[src/rtl/ccm_output_bank_pkg.sv]
// Shared encodings and the per-mode OutQ update for the CCM output bank.
// Optional dead-time feature: CCM_DEADTIME_EN.
package ccm_output_bank_pkg;

  localparam int OUTMOD_W = 3;

  localparam logic [2:0] OUTMOD_OUT     = 3'd0;
  localparam logic [2:0] OUTMOD_SET     = 3'd1;
  localparam logic [2:0] OUTMOD_TOG_RST = 3'd2;
  localparam logic [2:0] OUTMOD_SET_RST = 3'd3;
  localparam logic [2:0] OUTMOD_TOG     = 3'd4;
  localparam logic [2:0] OUTMOD_RST     = 3'd5;
  localparam logic [2:0] OUTMOD_TOG_SET = 3'd6;
  localparam logic [2:0] OUTMOD_RST_SET = 3'd7;

  localparam logic [1:0] CLLD_IMMED        = 2'd0;
  localparam logic [1:0] CLLD_ON_EQU0      = 2'd1;
  localparam logic [1:0] CLLD_ON_EQU0_OR_N = 2'd2;
  localparam logic [1:0] CLLD_ON_EQUN      = 2'd3;

  function automatic logic outq_next(
    input logic [OUTMOD_W-1:0] mode,
    input logic                q,
    input logic                e0,
    input logic                en
  );
    logic r;
    r = q;
    unique case (mode)
      OUTMOD_OUT:     r = q;
      OUTMOD_SET:     r = q | en;
      OUTMOD_TOG_RST: r = ~e0 & (en ^ q);
      OUTMOD_SET_RST: r = ~e0 & (en | q);
      OUTMOD_TOG:     r = q ^ en;
      OUTMOD_RST:     r = ~en & q;
      OUTMOD_TOG_SET: r = e0 | (en ^ q);
      OUTMOD_RST_SET: r = e0 | (~en & q);
    endcase
    return r;
  endfunction

endpackage

[src/rtl/ccm_output_bank_channel.sv]
// One CCM output channel: shadowed OUTMOD, OutQ, OUT-mode mux.
// With CCM_DEADTIME_EN, rising edges are delayed by i_dt cycles.
module ccm_output_channel
  import ccm_output_bank_pkg::*;
#(
  parameter int DT_W = 8
) (
  input  logic                TimerClock,
  input  logic                reset,
  input  logic                i_e0,
  input  logic                i_en,
  input  logic                i_wout,
  input  logic [OUTMOD_W-1:0] i_outmod,
  input  logic [1:0]          i_clld,
`ifdef CCM_DEADTIME_EN
  input  logic [DT_W-1:0]     i_dt,
`endif
  output logic [OUTMOD_W-1:0] o_outmod_act,
  output logic                o_out
);

  logic [OUTMOD_W-1:0] r_mode;
  logic                r_outq;
  logic                w_load;
  logic [OUTMOD_W-1:0] w_mode_nxt;
  logic                w_mux;

  always_comb begin
    w_load = 1'b0;
    unique case (i_clld)
      CLLD_IMMED:        w_load = 1'b1;
      CLLD_ON_EQU0:      w_load = i_e0;
      CLLD_ON_EQU0_OR_N: w_load = i_e0 | i_en;
      CLLD_ON_EQUN:      w_load = i_en;
    endcase
  end

  assign w_mode_nxt = w_load ? i_outmod : r_mode;

  // Leaving OUT mode seeds OutQ from wOUT so the pin does not glitch.
  always_ff @(posedge TimerClock or posedge reset) begin
    if (reset) begin
      r_mode <= OUTMOD_OUT;
      r_outq <= 1'b0;
    end else begin
      r_mode <= w_mode_nxt;
      if (r_mode == OUTMOD_OUT && w_mode_nxt != OUTMOD_OUT)
        r_outq <= i_wout;
      else
        r_outq <= outq_next(r_mode, r_outq, i_e0, i_en);
    end
  end

  assign w_mux = (r_mode == OUTMOD_OUT) ? (i_wout & ~reset) : r_outq;
  assign o_outmod_act = r_mode;

`ifdef CCM_DEADTIME_EN
  logic [DT_W-1:0] r_cnt;

  always_ff @(posedge TimerClock or posedge reset) begin
    if (reset)
      r_cnt <= '0;
    else if (!w_mux)
      r_cnt <= '0;
    else if (r_cnt < i_dt)
      r_cnt <= r_cnt + 1'b1;
  end

  assign o_out = w_mux & (r_cnt >= i_dt) & ~reset;
`else
  if (DT_W < 1) begin : g_dtw_chk
  end
  assign o_out = w_mux;
`endif

endmodule

[src/rtl/ccm_output_bank.sv]
// Multi-channel CCM output bank: NCH channels with shared CLLD policy.
// Optional per-channel dead time: CCM_DEADTIME_EN.
module ccm_output_bank
  import ccm_output_bank_pkg::*;
#(
  parameter int NCH  = 7,
  parameter int DT_W = 8
) (
  input  logic                    TimerClock,
  input  logic                    reset,
  input  logic [NCH-1:0]          EQU,
  input  logic [NCH-1:0]          wOUT,
  input  logic [OUTMOD_W*NCH-1:0] OUTMOD_in,
  input  logic [1:0]              CLLD,
`ifdef CCM_DEADTIME_EN
  input  logic [DT_W-1:0]         DT,
`endif
  output logic [OUTMOD_W*NCH-1:0] OUTMOD_act,
  output logic [NCH-1:0]          OUTn
);

  for (genvar m = 0; m < NCH; m++) begin : g_ch
    ccm_output_channel #(
      .DT_W(DT_W)
    ) u_ch (
      .TimerClock  (TimerClock),
      .reset       (reset),
      .i_e0        (EQU[0]),
      .i_en        (EQU[m]),
      .i_wout      (wOUT[m]),
      .i_outmod    (OUTMOD_in[OUTMOD_W*m +: OUTMOD_W]),
      .i_clld      (CLLD),
`ifdef CCM_DEADTIME_EN
      .i_dt        (DT),
`endif
      .o_outmod_act(OUTMOD_act[OUTMOD_W*m +: OUTMOD_W]),
      .o_out       (OUTn[m])
    );
  end

endmodule
[config.mk]
export PLATFORM = sky130hd
export DESIGN_NAME = ccm_output_bank
export DESIGN_NICKNAME = d
export VERILOG_FILES = /design/src/rtl/ccm_output_bank_pkg.sv /design/src/rtl/ccm_output_bank_channel.sv /design/src/rtl/ccm_output_bank.sv
export SDC_FILE = /design/constraint.sdc
export NUM_CORES = 1
export LEC_CHECK = 0
export ABC_AREA = 1
export CORE_MARGIN = 4
export CORE_UTILIZATION = 40
export DETAILED_ROUTE_END_ITERATION = 12
export DONT_BUFFER_PORTS = 1
export SYNTH_ARGS = -nofsm -noshare
export SYNTH_HDL_FRONTEND = slang
export SYNTH_HIERARCHICAL = 1
export SYNTH_SLANG_ARGS = --single-unit
[constraint.sdc]
create_clock -name TimerClock -period 2.3 [get_ports TimerClock]
set_input_delay 0.69 -clock TimerClock [delete_from_list [all_inputs] [get_ports TimerClock]]
set_output_delay 0.69 -clock TimerClock [all_outputs]
set_load 0.005 [all_outputs]
==> Flow_metrics.wiki <==
{| class="wikitable"
! Metric !! Value
|-
| Result of the run || finished clean
|-
| Buffer levels on the longest clock path || 2
|-
| Number of global-route vias before repair || 2350
|-
| Master of the slowest instance on the critical path || sky130_fd_sc_hd__dfrtp_1
|-
| Maximum number of pins on one net before global-route repair || 29
|-
| Largest cells by area after synthesis || sky130_fd_sc_hd__dfrtp_1 (26%), sky130_fd_sc_hd__inv_1 (15%), sky130_fd_sc_hd__nand2_1 (11%), sky130_fd_sc_hd__nand2_2 (8.0%), sky130_fd_sc_hd__ha_1 (6.4%)
|-
| Total Nets Final || 485
|-
| Clock root buffer || sky130_fd_sc_hd__clkbuf_8
|-
| Number of top-level pins || 67
|-
| Worst R2R Setup Slack || 0.88 ns
|-
| Setup repair after global routing missed its margin || no
|-
| Number of buffers inserted for hold repair after clock tree synthesis || 0
|-
| Register area share after synthesis || 25.69%
|-
| Leading cell type in the layout, fill and taps excluded || sky130_fd_sc_hd__inv_1
|-
| Area fraction of the dominant cell type after synthesis || 25.69%
|-
| Routability Congestion || 0.8155
|-
| Number of slew-limit violations in the final report || 0
|-
| Violation count after the first detailed-routing iteration || 82
|-
| X dimension of the die || 90.58 µm
|-
| Highest net fanout along the worst path || 5
|-
| Iteration count of the initial detailed-routing pass || 6
|-
| Wire length of the first global-routing pass || 10.88 mm
|-
| Buffer and inverter count on the worst path || 1
|-
| Post_cts resized || 0
|-
| CP Data Required Time || 1.61 ns
|-
| Cells along the critical path || inv_1, nand2_1, nor2_1, nand3_1, o21ai_0
|-
| Synth Warn # || 6
|-
| Number of maximum-capacitance constraint violations || 0
|-
| CP max stage delay || 0.45 ns
|-
| Core footprint || 6495 µm²
|-
| Hold/Removal Path Class || in -> async
|-
| Syn Area/Cell || about 6.4 µm²
|-
| Placement-stage worst setup slack || 0.5545 ns
|-
| Yosys cell types || 19
|-
| Fill cell instance count of the final layout || 695
|-
| Total setup buffers inserted after CTS || 0
|-
| Number of rows in the core area || 29
|-
| Crit Path Class || reg -> out
|-
| Wire length per cell after detailed routing || ~12 µm
|-
| Pwr/cell area || 500.3 nW/µm²
|-
| Number of antenna violations at the first check in global routing || 0
|-
| IO buf count || 0
|-
| Layout Area Growth over Synthesis || 5.046%
|-
| Residual DRC || 0
|-
| Commonest cells after routing, fill and taps aside || sky130_fd_sc_hd__inv_1 (107), sky130_fd_sc_hd__nand2_1 (82), sky130_fd_sc_hd__nand2_2 (35), sky130_fd_sc_hd__nand3_1 (35), sky130_fd_sc_hd__dfrtp_1 (28)
|-
| Overall global routing resource usage || 15.66%
|-
| Minimum clock period after layout || around 2.0 ns
|-
| Clock skew || 0.0007264 ns
|-
| Number of standard cells after synthesis || 427
|-
| Synth Cell Area || roughly 2700 µm²
|-
| Worst endpoint data arrival time || 1.27 ns
|-
| Starting Density || 42.00%
|-
| Die area || just over 8000 µm²
|-
| Syn Nets || 480
|-
| Type of origin of the critical path || register
|-
| Worst Max-Slew Pin Slew || 0.2907 ns
|-
| Post-synthesis cell type with the largest combined area || sky130_fd_sc_hd__dfrtp_1
|-
| Via/cell ratio || about 5
|-
| CTS Buf Count || 3
|-
| Final hold viol count || 0
|-
| Estimated wirelength of the detail-placed design || 5.056 mm
|-
| Post-detailed-route count of antenna-violating nets || 0
|-
| Multi-input gate area in the final layout || 1562 µm²
|-
| CTS tree || yes
|-
| Clock edge transition at the registers on the reported setup and hold paths || 0.09 ns
|-
| Max transition margin || between 80% and 90%
|-
| Final Cycle Share || a little under nine tenths
|-
| Total gr overflow || 0
|-
| Source-to-sink clock delay at the later pin of the worst-skew pair || 0.27 ns
|-
| Drt total wl || 6.322 mm
|-
| Storage element area || 700.7 µm²
|-
| Sinks on the clock net || 28
|-
| Min setup slack post-route || roughly 0.34 ns
|-
| Endpoints failing setup || 0
|-
| Leakage power figure || 1.701 nW
|-
| Peak clock frequency supported by timing || 511.0 MHz
|-
| Worst supply voltage drop on vdd || 0.2659 mV
|-
| Aggregate negative setup slack || 0 ns
|-
| Post-synthesis sequential element count || 28
|-
| H-tree lvl count || 1
|-
| Total via count after detailed routing || approximately 2500
|-
| Number of diodes added for antenna fixing || 0
|-
| Worst path top cell family by delay || flip-flops
|-
| Nature of the critical path endpoint || primary output
|-
| Fraction of layout instances using a drive strength above 1 || 19.30%
|-
| Die extent in y || 90.58 µm
|}
metrics by stage:
step | total power (W) | cells | area, µm² | hold slack, ns | util [%]
floorplan | 0.001070 | 427 | 2728 | 0.4645 | -
global placement | 0.001178 | 504 | 2824 | 0.4755 | 43.48
detailed placement | 0.001186 | 504 | 2824 | 0.4781 | 43.48
CTS | 0.001456 | 507 | 2865 | 0.1733 | 44.11
global route | 0.001573 | 507 | 2865 | 0.1750 | 44.11
finish | 0.001433 | 507 | 2865 | 0.1832 | 44.11
cell usage after synthesis:
cell	number
sky130_fd_sc_hd__o22ai_1	2
sky130_fd_sc_hd__nand3_2	14
sky130_fd_sc_hd__nand3_1	35
sky130_fd_sc_hd__nand4_1	7
sky130_fd_sc_hd__inv_1	107
sky130_fd_sc_hd__nor3_1	5
sky130_fd_sc_hd__nand2_1	82
sky130_fd_sc_hd__nor2_4	7
sky130_fd_sc_hd__o21ai_0	26
sky130_fd_sc_hd__or2_2	2
sky130_fd_sc_hd__ha_1	14
sky130_fd_sc_hd__a32oi_1	5
sky130_fd_sc_hd__inv_2	17
sky130_fd_sc_hd__nor2_1	25
sky130_fd_sc_hd__nand2_2	35
sky130_fd_sc_hd__nand3b_1	7
sky130_fd_sc_hd__dfrtp_1	28
sky130_fd_sc_hd__a21oi_1	4
sky130_fd_sc_hd__nor2_2	5
layer usage:
metal	GRT usage, %	vias to the layer above	part of all wire (%)
met5	0	-	0
met4	3.954	0	0.74
met3	4.250	4	6.4
met2	26.99	57	48
met1	19.24	1107	45
li1	-	1300	-
logic make-up after synthesis:
kind of cell,Yosys count,share of synthesized area (%)
adders and majority gates,14,6.422
buffers and inverters,124,17.06
and+or+nand+nor,224,43.26
AOI/OAI and AO/OA,37,7.569
DFF,28,25.69
worst paths after layout:
| path | startpoint | to | depth (start not counted) |
|---|---|---|---|
| max | g_ch[5].u_ch/o_outmod_act[1] | OUTn[5] | 5 |
| min | reset | g_ch[2].u_ch/o_outmod_act[2] | 1 |
| max reg2reg | g_ch[5].u_ch/r_outq | g_ch[5].u_ch/r_outq | 7 |
| min reg2reg | g_ch[6].u_ch/o_outmod_act[2] | g_ch[6].u_ch/r_outq | 2 |
| max in group asynchronous | reset | g_ch[6].u_ch/r_outq | 1 |
| min in group TimerClock | g_ch[6].u_ch/o_outmod_act[2] | g_ch[6].u_ch/r_outq | 2 |
where the power goes:
group | switching (W) | internal (W) | total (W)
logic | 0.000333 | 0.000192 | 0.000525
clock network | 0.000143 | 0.000117 | 0.000261
registers | 0.0000804 | 0.000568 | 0.000648
registers in the layout, summed over array words and instances, names as in the netlist:
name	count
g_ch.u_ch/r_outq	7
g_ch.u_ch/o_outmod_act	21
area by class of cell:
type / instances / share of cell area, %
Clock buffer: 3 / 1.441
Sequential cell: 28 / 24.45
Multi-Input combinational cell: 275 / 54.50
Inverter: 124 / 16.24
Tap cell: 77 / 3.362
(Power assumes the default switching activity.)
